`src/rtl/dff_ram_pkg.sv`:
```
// rtl/dff_ram_pkg.sv - shared types and constants for dff_ram_param
package dff_ram_pkg;

    typedef enum logic {
        INIT  = 1'b0,
        READY = 1'b1
    } state_e;

    localparam int RDW_OLD = 0;
    localparam int RDW_NEW = 1;
    localparam int BYTE_W  = 8;

endpackage

```
`src/rtl/dff_ram_rd_pipe.sv`:
```
// rtl/dff_ram_rd_pipe.sv - RD_LAT-deep read data/valid pipeline with synchronous clear
module dff_ram_rd_pipe #(
    parameter int DATA_W = 72,
    parameter int RD_LAT = 1
) (
    input  logic              clk_i,
    input  logic              clr_i,
    input  logic              valid_i,
    input  logic [DATA_W-1:0] data_i,
    output logic              valid_o,
    output logic [DATA_W-1:0] data_o
);

    logic              vld_q [RD_LAT];
    logic [DATA_W-1:0] dat_q [RD_LAT];

    // Data stages only load behind a valid bit, so the last stage holds between pulses.
    always_ff @(posedge clk_i) begin
        if (clr_i) begin
            for (int k = 0; k < RD_LAT; k++) begin
                vld_q[k] <= 1'b0;
                dat_q[k] <= '0;
            end
        end else begin
            vld_q[0] <= valid_i;
            if (valid_i) begin
                dat_q[0] <= data_i;
            end
            for (int k = 1; k < RD_LAT; k++) begin
                vld_q[k] <= vld_q[k-1];
                if (vld_q[k-1]) begin
                    dat_q[k] <= dat_q[k-1];
                end
            end
        end
    end

    assign valid_o = vld_q[RD_LAT-1];
    assign data_o  = dat_q[RD_LAT-1];

endmodule

```
`src/rtl/dff_ram_param.sv`:
```
// rtl/dff_ram_param.sv - flop-based RAM with byte enables, clear sequencer and pipelined reads
module dff_ram_param
    import dff_ram_pkg::*;
#(
    parameter int DATA_W   = 72,
    parameter int DEPTH    = 4,
    parameter int ADDR_W   = $clog2(DEPTH),
    parameter int RD_LAT   = 1,
    parameter int RDW_MODE = RDW_OLD
) (
    input  logic                     clk,
    input  logic                     rst,
    input  logic                     init_req,
    output logic                     init_busy,
    input  logic                     wr_en,
    input  logic [ADDR_W-1:0]        wr_addr,
    input  logic [DATA_W-1:0]        wr_data,
    input  logic [DATA_W/BYTE_W-1:0] wr_be,
    input  logic                     rd_en,
    input  logic [ADDR_W-1:0]        rd_addr,
    output logic [DATA_W-1:0]        rd_data,
    output logic                     rd_valid
);

    localparam int                LANES   = DATA_W / BYTE_W;
    localparam logic [ADDR_W:0]   DEPTH_L = (ADDR_W+1)'(DEPTH);
    localparam logic [ADDR_W-1:0] LAST_A  = ADDR_W'(DEPTH - 1);

    state_e            state_q, state_d;
    logic [ADDR_W-1:0] cnt_q, cnt_d;
    logic [DATA_W-1:0] mem_q [DEPTH];

    logic              mem_we;
    logic [ADDR_W-1:0] mem_waddr;
    logic [DATA_W-1:0] mem_wdata;
    logic [LANES-1:0]  mem_wbe;
    logic [DATA_W-1:0] wr_old, wr_merged, rd_word;
    logic              rd_fire, wr_ok, rd_ok;

    assign wr_ok     = {1'b0, wr_addr} < DEPTH_L;
    assign rd_ok     = {1'b0, rd_addr} < DEPTH_L;
    assign init_busy = (state_q == INIT);

    always_ff @(posedge clk) begin
        if (rst) begin
            state_q <= INIT;
            cnt_q   <= '0;
        end else begin
            state_q <= state_d;
            cnt_q   <= cnt_d;
        end
    end

    // The clear sequencer borrows the write port: full-width zero write to cnt_q.
    always_comb begin
        state_d   = state_q;
        cnt_d     = cnt_q;
        mem_we    = 1'b0;
        mem_waddr = wr_addr;
        mem_wdata = wr_data;
        mem_wbe   = wr_be;
        rd_fire   = 1'b0;
        case (state_q)
            INIT: begin
                mem_we    = 1'b1;
                mem_waddr = cnt_q;
                mem_wdata = '0;
                mem_wbe   = '1;
                if (cnt_q == LAST_A) begin
                    state_d = READY;
                    cnt_d   = '0;
                end else begin
                    cnt_d = cnt_q + 1'b1;
                end
            end
            default: begin
                if (init_req) begin
                    state_d = INIT;
                    cnt_d   = '0;
                end else begin
                    mem_we  = wr_en && wr_ok;
                    rd_fire = rd_en;
                end
            end
        endcase
    end

    always_comb begin
        wr_old    = mem_q[mem_waddr];
        wr_merged = wr_old;
        for (int i = 0; i < LANES; i++) begin
            if (mem_wbe[i]) begin
                wr_merged[i*BYTE_W +: BYTE_W] = mem_wdata[i*BYTE_W +: BYTE_W];
            end
        end
    end

    always_comb begin
        rd_word = '0;
        if (rd_ok) begin
            rd_word = mem_q[rd_addr];
        end
        if (RDW_MODE == RDW_NEW && mem_we && mem_waddr == rd_addr) begin
            rd_word = wr_merged;
        end
    end

    always_ff @(posedge clk) begin
        if (mem_we && !rst) begin
            mem_q[mem_waddr] <= wr_merged;
        end
    end

    dff_ram_rd_pipe #(
        .DATA_W (DATA_W),
        .RD_LAT (RD_LAT)
    ) u_rd_pipe (
        .clk_i   (clk),
        .clr_i   (rst),
        .valid_i (rd_fire),
        .data_i  (rd_word),
        .valid_o (rd_valid),
        .data_o  (rd_data)
    );

endmodule

```
`config.mk`:
```
export PLATFORM = sky130hd
export DESIGN_NAME = dff_ram_param
export DESIGN_NICKNAME = d
export VERILOG_FILES = /design/src/rtl/dff_ram_pkg.sv /design/src/rtl/dff_ram_rd_pipe.sv /design/src/rtl/dff_ram_param.sv
export SDC_FILE = /design/constraint.sdc
export NUM_CORES = 1
export LEC_CHECK = 0
export CELL_PAD_IN_SITES_DETAIL_PLACEMENT = 0
export CELL_PAD_IN_SITES_GLOBAL_PLACEMENT = 1
export CORE_ASPECT_RATIO = 1.4
export CORE_MARGIN = 2
export CORE_UTILIZATION = 48
export DETAILED_ROUTE_END_ITERATION = 12
export GPL_TIMING_DRIVEN = 0
export PLACE_DENSITY = 0.86
export SLEW_MARGIN = 0
export SYNTH_ARGS = -nofsm -noshare
export SYNTH_HDL_FRONTEND = slang
export SYNTH_SLANG_ARGS = --single-unit
export TNS_END_PERCENT = 1
```
`constraint.sdc`:
```
create_clock -name clk -period 6.65 [get_ports clk]
set_input_delay 1.33 -clock clk [delete_from_list [all_inputs] [get_ports clk]]
set_output_delay 1.33 -clock clk [all_outputs]
set_load 0.02 [all_outputs]
```
==> metrics.yaml, run 1 <==
status:
  status: "finished clean"
sta:
  hold_viol: 0
  worst_slew_pin_slew_ps: 1020
  final-setup-viol-count: 0
  slew_headroom: 0.323
  layout_min_cycle_time_ps: 3530
  min_period_over_period: 0.531
  finClkSkew_ps: 12.0
  tns_ps: 0
  slew_viol_final: 0
  max_freq_ghz: 0.283
  rsz0062_at_grt: "false"
die:
  die_x_um: 149
  chipHeight_um: 208
  start_util: 0.487
  ioPinCount: 164
  die-area_um2: 31000
  fp.coreArea_um2: 29200
  row_count: 74
drt:
  via_count: 7242
  routed_via_density: 5.42
  drt_first_pass_iters: 5
  wirelength_um: 28900
  wl_per_cell_um: 21.6
  drc: 0
  dr.first_iter.drc_count: 532
  ant_nets: 0
grt:
  grt_pass1_vias: 7527
  antenna_found_initial: 1
  grt_start_max_net_pins: 25
  groute.usage.overall: 0.190
  overflow: 0
  grt_pass1_wl_um: 43600
logic_synthesis:
  synthMuxAreaShare: 0.114
  synth.avg_cell_area_um2: 20.5
  synth-simple-area-share: 0.0757
  synth_compound_area_frac: 0.0240
  netlist_area_um2: 14200
  synth.yosys.seq_area_share: 0.767
  synthAdderAreaFrac: 0.000881
  ys_warn_count: 0
  synth.distinct_cells: 23
  syn_nets: 784
  synth_top_family_by_area: "multiplexers"
  synth_seq_cells: 364
  synth_xor_area_frac: 0
  syn_inst: 693
cells_and_area:
  area_growth_pct: 24.9
  layout_common_cells: "edfxtp_1, clkdlybuf4s50_1, and2_1"
  final_cell_area_um2: 17700
  layout_commonest_cell: "edfxtp_1"
  layout-drive-gt1-share: 0.191
  n_fill_cell: 2112
  nNetsFinal: 1022
power_and_ir_drop:
  max-vdd-ir-drop_mv: 0.200
  cellLeakagePower_uw: 0.00605
  p_per_area_nw_per_um2: 284
clock_tree:
  clockBufferDepth: 3
  clk_pin_slew_ps: 60
  cts-root-buf: "clkbuf_16"
  cts_buffers: 35
  cts_tree: "yes"
  ctsHoldBuffers: 0
  htreeDepth: 2
  post_cts_buffers: 0
  cts_sinks: 364
  cts_resized: 0
  insertion_delay_ps: 520
flow_run:
  maxCapViolCount: 0
placed_design:
  globalplace.congestion: 0.781
  portBuffers: 160
  place_hpwl_um: 20100
  place_area_um2: 16600
critical_path:
  crit_required_ps: 5320
  cp_cell_sequence: "buf_2, clkbuf_1, inv_1, clkdlybuf4s50_1"
  crit_slowest_cell: "clkdlybuf4s50_1"
  startpoint_type: "flop"
  worst-setup-path-type: "reg -> out"
  max_stage_delay_ps: 540
  crit_fanout: 10
  arrival_ps: 2200
  end_kind: "primary output"
min_path:
  min_path_type: "reg -> reg"
==> metrics by stage <==
| step | power (uW) | setup WS [ps] | hold WS, ps | util | cells |
|---|---|---|---|---|---|
| after floorplan | 2940 | 1290 | 504 | - | 693 |
| after global placement | 3100 | -1350 | 522 | 0.558 | 1233 |
| after detailed placement | 3130 | 2550 | 541 | 0.568 | 1269 |
| after CTS | 5080 | 3070 | 552 | 0.607 | 1329 |
| after global routing | 5190 | 2930 | 599 | 0.608 | 1335 |
| final | 5030 | 3120 | 554 | 0.608 | 1335 |
==> cell families (layout without fill, tap and decap cells) <==
family	after synthesis	in the layout
flops	364	364
simple gates	167	167
mux	72	72
buf+inv	49	310
compound gates	40	40
fa+ha+maj	1	1
other cells	0	1
==> where the power goes <==
group / internal, uW / switching, uW / total (uW)
Clock: 1170 / 783 / 1950
Sequential: 2650 / 29.1 / 2680
Combinational: 196 / 209 / 405
==> registers in the layout, indices dropped and copies added (netlist names) <==
| register | flops |
|---|---|
| cnt_q | 2 |
| state_q | 1 |
| mem_q | 288 |
| u_rd_pipe.dat_q | 72 |
| u_rd_pipe.vld_q | 1 |
==> cell type report <==
type	instances	area (um2)	area share
Inverter	2	7.51	0.000423
Clock inverter	14	173	0.00973
Buffer	47	254	0.0143
Sequential cell	364	10900	0.614
Multi-Input combinational cell	280	3070	0.173
Clock buffer	46	960	0.0541
Tap cell	380	475	0.0268
Antenna cell	1	2.50	0.000141
Timing Repair Buffer	201	1910	0.107
==> final timing paths <==
| path | from | end | slack, ps | depth (start not counted) |
|---|---|---|---|---|
| worst max-delay path | state_q | init_busy | 3120 | 4 |
| worst min-delay path | cnt_q[1] | cnt_q[1] | 550 | 2 |
| worst max register to register | state_q | mem_q[3][46] | 3970 | 5 |
| worst min register to register | cnt_q[1] | cnt_q[1] | 550 | 2 |
==> critical path, delay by kind of cell (launching register included) <==
kind,cells,cell delay (ps)
buffers and inverters,4,1290
flip-flops,1,410
==> synth_stat cells <==
library cell	instances	area, um2
edfxtp_1	360	10800
and2_1	144	901
mux4_2	71	1600
a221oi_1	36	315
clkbuf_1	23	86.3
nand3b_1	13	97.6
buf_2	11	55.1
buf_6	8	90.1
buf_1	4	15.0
dfxtp_1	4	80.1
nand2b_1	3	18.8
or3b_1	3	26.3
a21oi_1	2	10.0
inv_1	2	7.51
a211oi_1	1	7.51
buf_4	1	7.51
ha_1	1	12.5
mux4_1	1	26.3
nand3_2	1	10.0
nor2b_1	1	6.26
nor4bb_1	1	10.0
o21bai_1	1	7.51
or3_1	1	6.26
==> routing by layer <==
| metal | part of all wire | vias up | GRT usage |
|---|---|---|---|
| met5 | 0 | - | 0 |
| met3 | 0.057 | 55 | 0.0299 |
| li1 | - | 3272 | - |
| met2 | 0.53 | 271 | 0.333 |
| met4 | 0.031 | 0 | 0.0670 |
| met1 | 0.38 | 3644 | 0.238 |
(Power assumes the default switching activity.)
==> run 2, diff against run 1 <==
==> constraint.sdc (replaced) <==
create_clock -name clk -period 3.7 [get_ports clk]
set_input_delay 0.74 -clock clk [delete_from_list [all_inputs] [get_ports clk]]
set_output_delay 0.74 -clock clk [all_outputs]
set_load 0.02 [all_outputs]
==> run 2 against run 1 <==
- register-to-register slack worse by 2900 ps
- non-clock buffer count is 2 higher
- sequential cell count stayed put
- cell count is 0.37% higher
- clock power is 84% higher
- design area is 0.13% higher
- combinational power is 79% higher
- largest cell class unchanged
- clock skew is 1.8 ps higher
- setup slack worse by 2300 ps
==> metrics.yaml, run 2 (synthesis gave the netlist of run 1 again) <==
sta:
  worst_slack_ps: 809
  rsz0062_at_grt: "false"
  hold_viol: 0
  slew_headroom: 0.372
  layout_min_cycle_time_ps: 2890
  slew_viol_final: 0
  tns_ps: 0
  min_period_over_period: 0.781
  final-setup-viol-count: 0
  max_freq_ghz: 0.346
  worst_slew_pin_slew_ps: 942
  finClkSkew_ps: 13.8
clock_tree:
  post_cts_buffers: 0
  cts_tree: "yes"
  ctsHoldBuffers: 0
  cts_sinks: 364
  clockBufferDepth: 3
  insertion_delay_ps: 510
  htreeDepth: 2
  cts_buffers: 34
  cts_resized: 0
  cts-root-buf: "clkbuf_16"
  clk_pin_slew_ps: 60
critical_path:
  startpoint_type: "flop"
  crit_required_ps: 2960
  r2r-end: "mem_q[3][25]"
  reg2regPathDepth: 5
  worst-setup-path-type: "reg -> out"
  end_kind: "primary output"
  cp_cell_sequence: "buf_2, clkbuf_1, inv_1, clkdlybuf4s50_1"
  crit_fanout: 10
  arrival_ps: 2150
  crit_slowest_cell: "clkdlybuf4s50_1"
  reg2reg_from: "state_q"
  max_stage_delay_ps: 550
  r2r_slack_ps: 1120
cells_and_area:
  n_fill_cell: 2138
  top_regs: "mem_q (288), u_rd_pipe.dat_q (72), cnt_q (2)"
  final_cell_area_um2: 17800
  layout-drive-gt1-share: 0.198
  layoutNonFillerInstCount: 1340
  layout_common_cells: "edfxtp_1, clkdlybuf4s50_1, and2_1"
  layout_commonest_cell: "edfxtp_1"
  top_register: "mem_q"
  area_growth_pct: 25.0
  largest_reg_flops: 288
  nNetsFinal: 1023
drt:
  via_count: 7337
  wirelength_um: 28900
  drc: 0
  wl_per_cell_um: 21.6
  ant_nets: 0
  dr.first_iter.drc_count: 724
  routed_via_density: 5.48
  drt_first_pass_iters: 6
flow_run:
  maxCapViolCount: 0
placed_design:
  portBuffers: 160
  place_area_um2: 16500
  dp.cells: 1267
  place_hpwl_um: 19900
  globalplace.congestion: 0.774
  dp_slack_ps: 152
grt:
  overflow: 0
  grt_start_max_net_pins: 25
  grt_pass1_vias: 7725
  groute.usage.overall: 0.190
  antenna_found_initial: 1
  grt_pass1_wl_um: 44100
min_path:
  min_from: "cnt_q[1]"
  min_path_cells: 2
  min_path_type: "reg -> reg"
  min_delay_worst_endpoint: "cnt_q[1]"
die:
  start_util: 0.487
  row_count: 74
  ioPinCount: 164
  die-area_um2: 31000
  fp.coreArea_um2: 29200
  chipHeight_um: 208
  die_x_um: 149
power_and_ir_drop:
  finalPower_uw: 9120
  max-vdd-ir-drop_mv: 0.355
  p_per_area_nw_per_um2: 514
  cellLeakagePower_uw: 0.00609
status:
  status: "finished clean"
==> run 2: cell types whose count changed in the layout (fill, tap and decap cells not counted), moves of 2 or more <==
cell and delta:
buf_4 -6, buf_2 +7, clkinv_2 +6, clkbuf_1 -4
clkinvlp_4 -2, clkbuf_8 +2
==> run 2: through the flow <==
stage / hold WS (ps) / util
final: 563 / 0.609
after global routing: 614 / 0.609
after CTS: 565 / 0.607
after detailed placement: 554 / 0.567
after global placement: 526 / 0.558
after floorplan: 504 / -
==> run 2: how the worst max path moves through the flow <==
stage | from | endpoint
floorplan | init_req | u_rd_pipe.dat_q[0][0]
global placement | init_req | u_rd_pipe.dat_q[0][29]
detailed placement | wr_addr[0] | mem_q[0][10]
CTS | wr_addr[0] | mem_q[0][12]
global route | state_q | init_busy
finish | state_q | init_busy
==> run 2: critical path, delay by kind of cell, from the launching register on <==
family	cells	cell delay, ps
buffers and inverters	4	1270
DFF	1	380
==> run 2: layout make-up <==
class / count / area, um2 / area share
inverter: 2 / 7.51 / 0.000423
clock buffer: 44 / 972 / 0.0547
buffer: 47 / 254 / 0.0143
tap: 380 / 475 / 0.0268
timing repair buffer: 203 / 1900 / 0.107
clock inverter: 18 / 193 / 0.0108
sequential: 364 / 10900 / 0.613
antenna: 2 / 5.00 / 0.000282
multi-input combinational: 280 / 3070 / 0.173
==> run 2: report_power, final <==
part | internal, uW | leakage, uW | switching, uW
sequential | 4760 | 0.00351 | 52.9
clock | 2140 | 0.000577 | 1450
combinational | 350 | 0.00201 | 375
==> run 2: layer usage <==
metal / wire length [um] / vias up / global-route usage
met3: 1630 / 61 / 0.0303
met5: 0 / - / 0
met2: 15100 / 274 / 0.326
li1: - / 3281 / -
met4: 880 / 0 / 0.0647
met1: 11300 / 3721 / 0.246
==> run 3, diff against run 2 <==
==> constraint.sdc (replaced) <==
create_clock -name clk -period 2.9 [get_ports clk]
set_input_delay 0.58 -clock clk [delete_from_list [all_inputs] [get_ports clk]]
set_output_delay 0.58 -clock clk [all_outputs]
set_load 0.02 [all_outputs]
==> run 3 against run 2 <==
- hold slack lost 8.4 ps
- sequential share of layout area grew 0.25 points
- setup slack lost 660 ps
- clock-buffer cell count shrank 1
==> metrics.yaml, run 3 (synthesis gave the netlist of run 1 again) <==
drt:
  wirelength_um: 29200
  drt_first_pass_iters: 6
  ant_nets: 0
  dr.first_iter.drc_count: 607
  drc: 0
  routed_via_density: 5.44
  wl_per_cell_um: 21.9
  via_count: 7262
cells_and_area:
  layout_common_cells: "edfxtp_1, clkdlybuf4s50_1, and2_1"
  final_cell_area_um2: 17700
  nNetsFinal: 1020
  largest_reg_flops: 288
  area_growth_pct: 24.5
  top_regs: "mem_q (288), u_rd_pipe.dat_q (72), cnt_q (2)"
  top_register: "mem_q"
  utilization: 0.607
  layoutNonFillerInstCount: 1335
  layout_commonest_cell: "edfxtp_1"
  layout-drive-gt1-share: 0.193
grt:
  grt_start_max_net_pins: 25
  groute.usage.overall: 0.193
  grt_pass1_vias: 7754
  overflow: 0
  antenna_found_initial: 0
  grt_pass1_wl_um: 44400
sta:
  slew_viol_final: 0
  worst_slew_pin_slew_ps: 910
  hold_viol: 0
  finClkSkew_ps: 13.6
  layout_min_cycle_time_ps: 2750
  whs_ps: 554
  slew_headroom: 0.394
  min_period_over_period: 0.948
  rsz0062_at_grt: "false"
  final-setup-viol-count: 0
  max_freq_ghz: 0.364
clock_tree:
  htreeDepth: 2
  cts_tree: "yes"
  cts_sinks: 364
  cts-root-buf: "clkbuf_16"
  clockBufferDepth: 3
  insertion_delay_ps: 520
  cts_buffers: 34
  clk_pin_slew_ps: 60
  ctsHoldBuffers: 0
min_path:
  min_path_type: "reg -> reg"
critical_path:
  crit_required_ps: 2320
  startpoint_type: "flop"
  end_kind: "primary output"
  worst-setup-path-type: "reg -> out"
  crit_fanout: 10
  arrival_ps: 2170
die:
  row_count: 74
  start_util: 0.487
  die-area_um2: 31000
  die_x_um: 149
  chipHeight_um: 208
  ioPinCount: 164
  fp.coreArea_um2: 29200
flow_run:
  maxCapViolCount: 0
placed_design:
  place_area_um2: 16600
  globalplace.congestion: 0.760
  portBuffers: 160
  dp.cells: 1265
  place_hpwl_um: 20000
power_and_ir_drop:
  comb_power_share: 0.082
  power.share.clock: 0.379
  p_int_uw: 9020
  finalPower_uw: 11400
  p_per_area_nw_per_um2: 644
  cellLeakagePower_uw: 0.00604
  power_frac_seq: 0.539
  p_switching_uw: 2370
  max-vdd-ir-drop_mv: 0.377
  switching_share: 0.208
status:
  status: "finished clean"
run 3: through the flow:
stage | worst slack (ps) | setup TNS (ps)
final | 150 | 0
after global routing | 4.57 | 0
after CTS | 40.8 | 0
after detailed placement | -498 | -35360
after global placement | -595 | -158660
after floorplan | 597 | 0
run 3: worst paths after layout:
check        startpoint  depth (start not counted)  slack [ps]      endpoint
min reg2reg    cnt_q[1]                          2         550      cnt_q[1]
max             state_q                          4         150     init_busy
max reg2reg     state_q                          5         240  mem_q[3][45]
min            cnt_q[1]                          2         550      cnt_q[1]
run 3: power groups by stage:
stage	Sequential, uW	Combinational, uW	Clock (uW)
finish	6130	936	4320
global placement	6240	867	0
CTS	6140	938	4390
detailed placement	6250	933	0
floorplan	6280	445	0
global route	6160	999	4580
run 3: final cells by class:
| class | count | area [um2] |
|---|---|---|
| Antenna cell | 1 | 2.50 |
| Buffer | 47 | 254 |
| Clock buffer | 43 | 948 |
| Clock inverter | 18 | 138 |
| Fill cell | 2110 | 11500 |
| Inverter | 2 | 7.51 |
| Multi-Input combinational cell | 280 | 3070 |
| Sequential cell | 364 | 10900 |
| Tap cell | 380 | 475 |
| Timing Repair Buffer | 200 | 1900 |
run 3: metal layers:
layer / wire (um) / share of wire / GRT usage / vias up
met5: 0 / 0 / 0 / -
met3: 1530 / 0.052 / 0.0343 / 67
met4: 984 / 0.034 / 0.0719 / 0
met1: 11100 / 0.38 / 0.237 / 3668
met2: 15600 / 0.54 / 0.339 / 254
li1: - / - / - / 3273
run 3: worst max-delay path, stage by stage, from the launching register on:
cell	delay [ps]
dfxtp_1	410
buf_2	240
clkbuf_1	380
inv_1	70
clkdlybuf4s50_1	540
run 3: repair_timing:
item                                    in CTS  in global routing
buffers inserted                             0                  0
gates resized for setup                      0                  1
endpoints found under the setup margin       0                  8
